==> src/rtl/vcr_op_vc_tracker_pkg.sv <==
// Shared definitions for the output-port VC tracker: OVC state encoding, eligibility
// policies and credit counter sizing. No logic, no latency, no flow control.
package vcr_op_pkg;

  typedef enum logic [1:0] {
    OVC_STATE_IDLE      = 2'd0,
    OVC_STATE_ALLOC     = 2'd1,
    OVC_STATE_TAIL_WAIT = 2'd2
  } ovc_state_e;

  localparam int ELIG_POLICY_TAIL   = 0;
  localparam int ELIG_POLICY_CREDIT = 1;

  // Counter must hold 0..buffer_size inclusive.
  function automatic int cred_width(input int buffer_size);
    return $clog2(buffer_size + 1);
  endfunction

endpackage

==> src/rtl/vcr_op_vc_tracker_if.sv <==
// Allocator <-> output-port tracker bundle; master is the allocator/switch side.
// Pure wiring: no latency, no backpressure.
interface vcr_op_vc_tracker_if #(
  parameter int num_vcs = 4
);
  logic [num_vcs-1:0] vc_gnt_ovc;
  logic               flit_valid;
  logic               flit_head;
  logic               flit_tail;
  logic [num_vcs-1:0] flit_sel_ovc;
  logic               cred_valid;
  logic [num_vcs-1:0] cred_sel_ovc;
  logic [num_vcs-1:0] elig_ovc;
  logic [num_vcs-1:0] free_ovc;
  logic [num_vcs-1:0] empty_ovc;
  logic [num_vcs-1:0] allocated_ovc;
  logic               error;

  modport master (
    output vc_gnt_ovc, flit_valid, flit_head, flit_tail, flit_sel_ovc,
    output cred_valid, cred_sel_ovc,
    input  elig_ovc, free_ovc, empty_ovc, allocated_ovc, error
  );

  modport slave (
    input  vc_gnt_ovc, flit_valid, flit_head, flit_tail, flit_sel_ovc,
    input  cred_valid, cred_sel_ovc,
    output elig_ovc, free_ovc, empty_ovc, allocated_ovc, error
  );
endinterface

==> src/rtl/vcr_op_vc_tracker_ovc_state.sv <==
// One output VC: allocation FSM, saturating credit counter and per-OVC protocol errors.
// Latency: status outputs decode registered state (1 cycle); no backpressure, never stalls.
module vcr_ovc_state
  import vcr_op_pkg::*;
#(
  parameter int buffer_size = 8,
  parameter int elig_policy = ELIG_POLICY_CREDIT,
  parameter int cw          = 4
) (
  input  logic clk,
  input  logic reset,
  input  logic gnt,
  input  logic dec,
  input  logic inc,
  input  logic head,
  input  logic tail,
  output logic elig,
  output logic free,
  output logic empty,
  output logic err
);

  localparam logic [cw-1:0] full_cnt = cw'(buffer_size);

  ovc_state_e    state_q, state_nxt;
  logic [cw-1:0] cnt_q, cnt_nxt;
  logic          in_pkt_q, in_pkt_nxt;
  logic          underflow, overflow, fsm_err;
  logic          head_dep, tail_dep;

  always_comb begin
    head_dep   = dec & head;
    tail_dep   = dec & tail;
    underflow  = dec & ~inc & (cnt_q == '0);
    overflow   = inc & ~dec & (cnt_q == full_cnt);
    cnt_nxt    = cnt_q;
    if (dec & ~inc & ~underflow)
      cnt_nxt = cnt_q - cw'(1);
    else if (inc & ~dec & ~overflow)
      cnt_nxt = cnt_q + cw'(1);

    state_nxt  = state_q;
    in_pkt_nxt = in_pkt_q;
    fsm_err    = 1'b0;
    case (state_q)
      OVC_STATE_IDLE: begin
        // A grant colliding with a tail is dropped; the departure itself is the error.
        fsm_err = dec;
        if (gnt & ~tail_dep)
          state_nxt = OVC_STATE_ALLOC;
      end
      OVC_STATE_ALLOC: begin
        fsm_err = gnt | (head_dep & in_pkt_q);
        if (head_dep)
          in_pkt_nxt = 1'b1;
        if (tail_dep) begin
          in_pkt_nxt = 1'b0;
          if (elig_policy == ELIG_POLICY_TAIL || cnt_nxt == full_cnt)
            state_nxt = OVC_STATE_IDLE;
          else
            state_nxt = OVC_STATE_TAIL_WAIT;
        end
      end
      OVC_STATE_TAIL_WAIT: begin
        fsm_err = gnt | dec;
        if (cnt_nxt == full_cnt)
          state_nxt = OVC_STATE_IDLE;
      end
      default: state_nxt = OVC_STATE_IDLE;
    endcase
    err = fsm_err | underflow | overflow;
  end

  always_ff @(posedge clk or negedge reset) begin
    if (!reset) begin
      state_q  <= OVC_STATE_IDLE;
      cnt_q    <= full_cnt;
      in_pkt_q <= 1'b0;
    end else begin
      state_q  <= state_nxt;
      cnt_q    <= cnt_nxt;
      in_pkt_q <= in_pkt_nxt;
    end
  end

  assign elig  = (state_q == OVC_STATE_IDLE);
  assign free  = (cnt_q != '0);
  assign empty = (cnt_q == full_cnt);

endmodule

==> src/rtl/vcr_op_vc_tracker.sv <==
// Output-port OVC tracker: per-OVC allocation/credit state plus sticky protocol error.
// Latency: all outputs visible 1 cycle after the causing input; no backpressure, never stalls.
module vcr_op_vc_tracker
  import vcr_op_pkg::*;
#(
  parameter int num_vcs     = 4,
  parameter int buffer_size = 8,
  parameter int elig_policy = ELIG_POLICY_CREDIT
) (
  input logic                  clk,
  input logic                  reset,
  vcr_op_vc_tracker_if.slave   op
);

  localparam int cw = cred_width(buffer_size);

  logic [num_vcs-1:0] ovc_err;
  logic [num_vcs-1:0] elig;
  logic               sel_err;
  logic               error_q;

  for (genvar v = 0; v < num_vcs; v++) begin : g_ovc
    vcr_ovc_state #(
      .buffer_size (buffer_size),
      .elig_policy (elig_policy),
      .cw          (cw)
    ) u_ovc (
      .clk   (clk),
      .reset (reset),
      .gnt   (op.vc_gnt_ovc[v]),
      .dec   (op.flit_valid & op.flit_sel_ovc[v]),
      .inc   (op.cred_valid & op.cred_sel_ovc[v]),
      .head  (op.flit_head),
      .tail  (op.flit_tail),
      .elig  (elig[v]),
      .free  (op.free_ovc[v]),
      .empty (op.empty_ovc[v]),
      .err   (ovc_err[v])
    );
  end

  // Select vectors are only meaningful while their valid is high.
  assign sel_err = (op.flit_valid & ~$onehot(op.flit_sel_ovc))
                 | (op.cred_valid & ~$onehot(op.cred_sel_ovc))
                 | ~$onehot0(op.vc_gnt_ovc);

  always_ff @(posedge clk or negedge reset) begin
    if (!reset)
      error_q <= 1'b0;
    else
      error_q <= error_q | sel_err | (|ovc_err);
  end

  assign op.elig_ovc      = elig;
  assign op.allocated_ovc = ~elig;
  assign op.error         = error_q;

endmodule

==> src/flat_wrapper.sv <==
// flat-port wrapper written by rule: the top's interface ports become plain ports
module vcr_op_vc_tracker_flat import vcr_op_pkg::*;
#(
  parameter int num_vcs     = 4,
  parameter int buffer_size = 8,
  parameter int elig_policy = ELIG_POLICY_CREDIT
)
  (clk, reset, op_vc_gnt_ovc, op_flit_valid, op_flit_head, op_flit_tail, op_flit_sel_ovc, op_cred_valid, op_cred_sel_ovc, op_elig_ovc, op_free_ovc, op_empty_ovc, op_allocated_ovc, op_error);
  vcr_op_vc_tracker_if #(.num_vcs(num_vcs)) op_i ();
  input logic clk;
  input logic reset;
  input wire logic [$bits(op_i.vc_gnt_ovc)-1:0] op_vc_gnt_ovc;
  input wire logic [$bits(op_i.flit_valid)-1:0] op_flit_valid;
  input wire logic [$bits(op_i.flit_head)-1:0] op_flit_head;
  input wire logic [$bits(op_i.flit_tail)-1:0] op_flit_tail;
  input wire logic [$bits(op_i.flit_sel_ovc)-1:0] op_flit_sel_ovc;
  input wire logic [$bits(op_i.cred_valid)-1:0] op_cred_valid;
  input wire logic [$bits(op_i.cred_sel_ovc)-1:0] op_cred_sel_ovc;
  output wire logic [$bits(op_i.elig_ovc)-1:0] op_elig_ovc;
  output wire logic [$bits(op_i.free_ovc)-1:0] op_free_ovc;
  output wire logic [$bits(op_i.empty_ovc)-1:0] op_empty_ovc;
  output wire logic [$bits(op_i.allocated_ovc)-1:0] op_allocated_ovc;
  output wire logic [$bits(op_i.error)-1:0] op_error;
  assign op_i.vc_gnt_ovc = op_vc_gnt_ovc;
  assign op_i.flit_valid = op_flit_valid;
  assign op_i.flit_head = op_flit_head;
  assign op_i.flit_tail = op_flit_tail;
  assign op_i.flit_sel_ovc = op_flit_sel_ovc;
  assign op_i.cred_valid = op_cred_valid;
  assign op_i.cred_sel_ovc = op_cred_sel_ovc;
  assign op_elig_ovc = op_i.elig_ovc;
  assign op_free_ovc = op_i.free_ovc;
  assign op_empty_ovc = op_i.empty_ovc;
  assign op_allocated_ovc = op_i.allocated_ovc;
  assign op_error = op_i.error;
  vcr_op_vc_tracker #(.num_vcs(num_vcs), .buffer_size(buffer_size), .elig_policy(elig_policy)) u_core (.clk(clk), .reset(reset), .op(op_i));
endmodule
==> config.mk <==
export PLATFORM = sky130hd
export DESIGN_NAME = vcr_op_vc_tracker_flat
export DESIGN_NICKNAME = d
export VERILOG_FILES = /design/src/rtl/vcr_op_vc_tracker_pkg.sv /design/src/rtl/vcr_op_vc_tracker_if.sv /design/src/rtl/vcr_op_vc_tracker_ovc_state.sv /design/src/rtl/vcr_op_vc_tracker.sv /design/src/flat_wrapper.sv
export SDC_FILE = /design/constraint.sdc
export NUM_CORES = 1
export LEC_CHECK = 0
export CAP_MARGIN = 20
export CORE_ASPECT_RATIO = 2
export CORE_MARGIN = 2
export CORE_UTILIZATION = 55
export CTS_CLUSTER_DIAMETER = 200
export DETAILED_ROUTE_END_ITERATION = 12
export PLACE_DENSITY = 0.78
export SLEW_MARGIN = 5
export SYNTH_ARGS = -nofsm -noshare
export SYNTH_HDL_FRONTEND = slang
export SYNTH_SLANG_ARGS = --single-unit
==> constraint.sdc <==
create_clock -name clk -period 5.15 [get_ports clk]
set_input_delay 1.03 -clock clk [delete_from_list [all_inputs] [get_ports clk]]
set_output_delay 1.03 -clock clk [all_outputs]
set_load 0.01 [all_outputs]
======== After elaboration in Yosys (flattened, before gate mapping) ========
Cells that the tools add are included.
cells by class
  muxes and demuxes ....................... 40
  divide/modulo/power cells ............... 0
  equality and inequality tests ........... 30
  bitwise gates (word level) .............. 94
  multiply operators ...................... 0
  shift operators ......................... 0
  reduce and logical (&&, ||, !) cells .... 25
  add/sub/neg operators ................... 17
  order comparisons ....................... 1
operator list
  cell                   count
  $and A1 B1 Y1          50
  $eq A4 B4 Y1 const B   8
  $mux W2                16
  $mux W4                8
  $pmux W2 S3            4
  $not A1 Y1             23
  $or A1 B1 Y1           20
  $add A4 B1 Y4 const B  4
  $logic_not A4 Y1       4
  $ne A2 B2 Y1 const B   8
  $reduce_bool A4 Y1     4
  $sub A4 B1 Y4 const B  4
  $add A1 B1 Y2          6
  $pmux W1 S3            4
  $reduce_and A3 Y1      4
  $add A3 B3 Y3          3
  $eq A2 B1 Y1 const B   4
  $eq A2 B2 Y1 const B   4
  $logic_not A2 Y1       4
  $mux W1                8
  $ne A2 B1 Y1 const B   4
  $reduce_and A2 Y1      4
  $reduce_bool A2 Y1     4
  $eq A3 B1 Y1 const B   2
  3 further kinds        3
word-level totals
  ROM bits ................................ 0
  bits in writable memories ............... 0
  register bits ........................... 29
  output and inout port bits .............. 17
  memories ................................ 0
  bits in latches ......................... 0

======== Logic depth before layout (Yosys ltp) ========
  depth after elaboration ................. 12
  depth in mapped cells ................... 9

======== Hierarchy ========
From an unflattened synthesis, not the netlist that was laid out.
unflattened totals
  cell total of the unflattened synthesis .. 302
  area total of the unflattened synthesis .. 2,741.4 sq um
by module, submodules not included
  module             times used  area an instance (sq um)  sequential area each (sq um)  cells each
  vcr_ovc_state      4           609.3                     176.4                         65
  vcr_op_vc_tracker  1           304.0                     25.0                          42

======== Least setup slack after synthesis ========
OpenSTA, ideal clock, no wires.
  path type ............................... input port to flip-flop
  from .................................... input op_cred_valid
  to ...................................... register u_core.g_ovc[3].u_ovc.state_q[0]
  arrival ................................. 2.508 ns
  stages .................................. 7
  path buffers ............................ 1
  data required time ...................... 5.086 ns
  setup slack ............................. 2.577 ns
  cells stage by stage .................... buf_4 -> a2111o_1 -> or4_1 -> o211ai_2 -> o211ai_2 -> nor4_1 -> a211o_1
between the ends
  cells in the longest elaborated chain, start to end .. 10
RTL lines
  what                                                RTL line                                                                                                 source
  from (decl)                                         flat_wrapper.sv:17                                                                                       input wire logic [$bits(op_i.cred_valid)-1:0] op_cred_valid;
  $and A1 B1 Y1 (*)                                   vcr_op_vc_tracker.sv:32                                                                                  .inc (op.cred_valid & op.cred_sel_ovc[v]),
  $and A1 B1 Y1 / $not A1 Y1 (equally long branches)  -
  $and A1 B1 Y1, on equally long branches             vcr_op_vc_tracker_ovc_state.sv:35, vcr_op_vc_tracker_ovc_state.sv:34, vcr_op_vc_tracker_ovc_state.sv:37
  $not A1 Y1 / $and A1 B1 Y1 (equally long branches)  vcr_op_vc_tracker_ovc_state.sv:39, vcr_op_vc_tracker_ovc_state.sv:34
  $and A1 B1 Y1 / $not A1 Y1 (equally long branches)  vcr_op_vc_tracker_ovc_state.sv:39, vcr_op_vc_tracker_ovc_state.sv:37
  $mux W4 / $and A1 B1 Y1 (equally long branches)     vcr_op_vc_tracker_ovc_state.sv:39, vcr_op_vc_tracker_ovc_state.sv:37
  $mux W4 (*)                                         vcr_op_vc_tracker_ovc_state.sv:37                                                                        if (dec & ~inc & ~underflow)
  via u_core.g_ovc[3].u_ovc.cnt_nxt[3]                vcr_op_vc_tracker_ovc_state.sv:26                                                                        logic [cw-1:0] cnt_q, cnt_nxt;
  $eq A4 B4 Y1 (*)                                    vcr_op_vc_tracker_ovc_state.sv:66                                                                        if (cnt_nxt == full_cnt)
  $ne A2 B2 Y1 (no source line) (*)                   -
  $reduce_and A3 Y1 (no source line) (*)              -
  to (signal assigned)                                vcr_op_vc_tracker_ovc_state.sv:80                                                                        state_q <= state_nxt;
  to (decl)                                           vcr_op_vc_tracker_ovc_state.sv:25                                                                        ovc_state_e state_q, state_nxt;
Mark *: on every way through the listed nets, which the timed path passes. The rest lies on a longest branch.
A chain may end at the register's enable or synchronous reset.

======== Worst setup path after layout ========
  from .................................... register u_core.g_ovc[0].u_ovc.cnt_q[0]
  to ...................................... output op_free_ovc[0]
between the ends
  cells in the longest elaborated chain, start to end .. 1
RTL lines
  what                    RTL line                           source
  from (decl)             vcr_op_vc_tracker_ovc_state.sv:26
  from (signal assigned)  vcr_op_vc_tracker_ovc_state.sv:77  cnt_q <= full_cnt;
  from (signal assigned)  vcr_op_vc_tracker_ovc_state.sv:81  cnt_q <= cnt_nxt;
  $reduce_bool A4 Y1      vcr_op_vc_tracker_ovc_state.sv:87  assign free = (cnt_q != '0);
  to (decl)               flat_wrapper.sv:20                 output wire logic [$bits(op_i.free_ovc)-1:0] op_free_ovc;
Every way passes these cells.

==> results.tsv <==
stage	metric	value	unit
status	result of the run	finished, final reports clean	
clocking	CTS tree	yes	
logic_synthesis	Post-Synth Adder-Cell Area	17.51	%
pwr	P_sw	0.8077	mW
global_route	vias in the first global route	2870	
floorplan	Die H	109.5	um
logic_synthesis	post-synthesis mux area share	0.3273	%
logic_synthesis	Main synth FF type	dfrtp_1	
timing	crit path time final	3323	ps
logic_synthesis	synthesized area per cell	8.198	um2
floorplan	I/O pin cnt	35	
global_route	GRT Overall Usage	25.30	%
pwr	switching share of power	46.80	%
floorplan	number of core rows	38	
placed_design	HPWL after detailed placement	5697	um
critical_path	flop-to-flop setup slack	2630	ps
critical_path	startpoint class of the critical path	register	
critical_path	CP Data Arrival Time	2290	ps
pwr	static leakage	1.440	nW
logic_synthesis	ranking of synthesized cells by area	dfrtp_1, ha_1, nand2_1	
clocking	Setup Buffers After CTS	0	
critical_path	Crit Reg-Reg Endpoint	u_core.g_ovc[0].u_ovc.state_q[0]$_DFFE_PN0P_	
critical_path	R2R depth	9	
finish	post-route cell area	3397	um2
clocking	post-CTS sizing	0	
timing	setup TNS	0	ps
placed_design	Cells after DPL	443	
critical_path	CP most frequent cell	inv_1	
global_route	M1 GR Usage	26.41	%
hold_path	type of the worst min-delay path	reg2reg	
timing	# setup viols final	0	
clocking	Clock Path Buffers	2	
detailed_routing	initial DRC count	182	
logic_synthesis	async set-or-reset flop fraction in the synthesized netlist	100.0	%
critical_path	CP endpoint	op_free_ovc[0]	
timing	Fin Clk Skew	3.133	ps
clocking	clock root cell	clkbuf_8	
critical_path	CP startpoint	u_core.g_ovc[0].u_ovc.cnt_q[0]$_DFF_PN0_	
pwr	Gate power share	60.5	%
pwr	Clk pwr share	11.1	%
global_route	Most Crowded Layer GR	met2	
detailed_routing	# DRC	0	
timing	final period utilization	64.52	%
logic_synthesis	Mapped Cells	373	
global_route	first-pass GRT wire length	12520	um
logic_synthesis	Post-synth EDFFs	0	
logic_synthesis	Post-Syn Area	3058	um2
placed_design	PortBufs	34	
logic_synthesis	register area share after synthesis	23.90	%
timing	Least-Margin Pin Slew	625.3	ps
critical_path	worst-path cell chain	inv_1 > ha_1 > nor3b_1 > inv_1 > clkdlybuf4s50_1	
floorplan	Die Span X	56.73	um
timing	RSZ-0062 raised after global routing	no	
placed_design	GPL Wtd Cong	0.8670	
logic_synthesis	main combinational cell family by area after synthesis	simple AND/OR/NAND/NOR gates	
critical_path	critical-path maximum fanout	5	
global_route	largest net degree at the start of global routing	30	
placed_design	placed instance area	3317	um2
pwr	power per cell area	508.0	nW/um2
clocking	CTS buffer count	5	
logic_synthesis	Synth Net Count	432	
critical_path	critical path endpoint category	output pin	
detailed_routing	ANT nets after route	0	
floorplan	core box area	5373	um2
critical_path	FF-to-FF Start	u_core.g_ovc[0].u_ovc.cnt_q[0]$_DFF_PN0_	
logic_synthesis	library cells used by synthesis	65	
clocking	Clock transition at path regs	70	ps
clocking	Skew-Pair Late Insertion Delay	290	ps
detailed_routing	DR WL/cell	16.22	um
floorplan	Starting Density	56.92	%
detailed_routing	Pre-Repair DR Iteration Count	4	
timing	Rel. slew slack	58.23	%
pwr	Seq pwr share	28.4	%
timing	max-slew violations	0	
clocking	clk sinks	29	
run	max-cap violations	0	
critical_path	Worst path slowest cell	nor3b_1	
detailed_routing	vias	2861	
critical_path	Critical Setup Path Class	reg2out	
timing	Hold Fails Final Rpt	0	
logic_synthesis	Post-Synth XOR/XNOR Area	1.432	%
finish	fraction of layout cells with a size suffix above 1	6.138	%
pwr	cell internal pwr	0.9181	mW
critical_path	max incr delay on CP	530	ps
detailed_routing	WL final	7317	um
logic_synthesis	Synth area leader	dfrtp_1	
finish	fin nets	449	
finish	Area Growth Syn to Fin	11.09	%
detailed_routing	drt via density	6.344	
logic_synthesis	Synth Area in Simple Gates	24.35	%
global_route	met3 usage	3.882	%
timing	Fmax achieved	301.0	MHz
logic_synthesis	number of synthesized register bits	29	
pwr	Peak VDD IR	0.0003615	V
logic_synthesis	Synth warnings	0	
clocking	H-tree depth	2	
clocking	# hold bufs at CTS	0	
logic_synthesis	Synth Area in Compound Gates	23.94	%
global_route	GRT overflow	0	
floorplan	die area	6209	um2
critical_path	Crit path required time	4120	ps
logic_synthesis	top cell type's share of synthesized area	20.46	%
global_route	grt met2 use	47.18	%
finish	final cell count without fillers	451	
finish	ant diodes	0	
global_route	antenna violations before repair	0	
kinds of logic (layout without fill, tap and decap cells):
kind of cell | after synthesis | in the layout
xor+xnor | 5 | 5
buf+inv | 51 | 69
mux | 1 | 1
compound gates | 102 | 102
fa+ha+maj | 41 | 41
simple gates | 144 | 144
flops | 29 | 29
worst min-delay path by stage:
stage	startpoint	slack (ps)	end	cells after the start
2_1_floorplan	u_core.g_ovc[2].u_ovc.in_pkt_q$_DFFE_PN0P_	490	u_core.g_ovc[2].u_ovc.in_pkt_q$_DFFE_PN0P_	2
3_3_place_gp	u_core.op.error$_DFF_PN0_	490	u_core.op.error$_DFF_PN0_	2
3_5_place_dp	u_core.op.error$_DFF_PN0_	500	u_core.op.error$_DFF_PN0_	2
4_1_cts	u_core.op.error$_DFF_PN0_	520	u_core.op.error$_DFF_PN0_	2
5_1_grt	u_core.op.error$_DFF_PN0_	550	u_core.op.error$_DFF_PN0_	2
6_report	u_core.op.error$_DFF_PN0_	520	u_core.op.error$_DFF_PN0_	2
metal layers:
layer	vias to the layer above	part of all wire (%)
met3	19	4.0
met4	0	2.7
li1	1399	-
met1	1361	39
met2	82	54
met5	-	0
registers in the layout, indices dropped and copies added, names as in the netlist:
name,cells
u_core.op.error,1
u_core.g_ovc.u_ovc.cnt_q,16
u_core.g_ovc.u_ovc.in_pkt_q,4
u_core.g_ovc.u_ovc.state_q,8
power by group through the flow:
| stage | combinational, mW | sequential [mW] | clock, mW |
|---|---|---|---|
| 6_report | 1.04 | 0.490 | 0.192 |
| 3_3_place_gp | 1.03 | 0.484 | 0 |
| 4_1_cts | 1.05 | 0.485 | 0.195 |
| 5_1_grt | 1.17 | 0.509 | 0.204 |
| 3_5_place_dp | 1.04 | 0.489 | 0 |
| 2_1_floorplan | 0.828 | 0.433 | 0 |
synth_stat cells, types with 3 or more instances:
| library cell | instances |
|---|---|
| o31ai_1 | 3 |
| a31oi_1 | 9 |
| and2_1 | 11 |
| o21ai_0 | 20 |
| buf_4 | 15 |
| nand3_1 | 26 |
| inv_1 | 26 |
| nor3_1 | 7 |
| a21oi_1 | 23 |
| dfrtp_1 | 25 |
| and3_1 | 3 |
| o22ai_1 | 3 |
| a22o_1 | 3 |
| nand4_1 | 8 |
| clkbuf_1 | 4 |
| nor4_1 | 4 |
| fa_1 | 3 |
| nand2b_1 | 3 |
| nor2b_1 | 3 |
| or4_1 | 3 |
| xnor2_1 | 5 |
| nor3b_1 | 5 |
| nand2_1 | 38 |
| o221ai_1 | 3 |
| a221oi_1 | 3 |
| dfstp_2 | 4 |
| nor2_1 | 21 |
| ha_1 | 38 |
| buf_2 | 5 |
layout make-up:
class | instances | area [um2]
Clock buffer | 8 | 80.08
Fill cell | 486 | 1976
Inverter | 26 | 97.59
Multi-Input combinational cell | 293 | 2066
Sequential cell | 29 | 730.7
Tap cell | 60 | 75.07
Timing Repair Buffer | 35 | 347.8
through the flow:
stage               worst slack [ps]  power, mW  utilization [%]  hold slack, ps
floorplan                       2577      1.261                -           491.5
global placement                1784      1.511            61.74           490.8
detailed placement              1718      1.528            61.74           504.9
CTS                             1818      1.726            63.23           519.9
global route                    1681      1.883            63.23           546.9
finish                          1827      1.726            63.23           523.8
critical path, delay by kind of cell, from the launching register on:
kind / cells / cell delay, ps
buffers and inverters: 3 / 870
AND/OR/NAND/NOR: 1 / 530
flip-flops: 1 / 430
adder cells (fa/ha/maj): 1 / 170
cell usage in the layout (no fill, tap or decap), types with 4 or more instances in the layout:
master	netlist	layout
nand4_1	8	8
and2_1	11	11
dfstp_2	4	4
inv_1	26	26
clkbuf_8	0	5
dfrtp_1	25	25
nor2_1	21	21
nand2_1	38	38
o21ai_0	20	20
nand3_1	26	26
nor3_1	7	7
ha_1	38	38
a21oi_1	23	23
clkdlybuf4s50_1	0	34
nor4_1	4	4
nor3b_1	5	5
a31oi_1	9	9
xnor2_1	5	5
(Power assumes the default switching activity.)
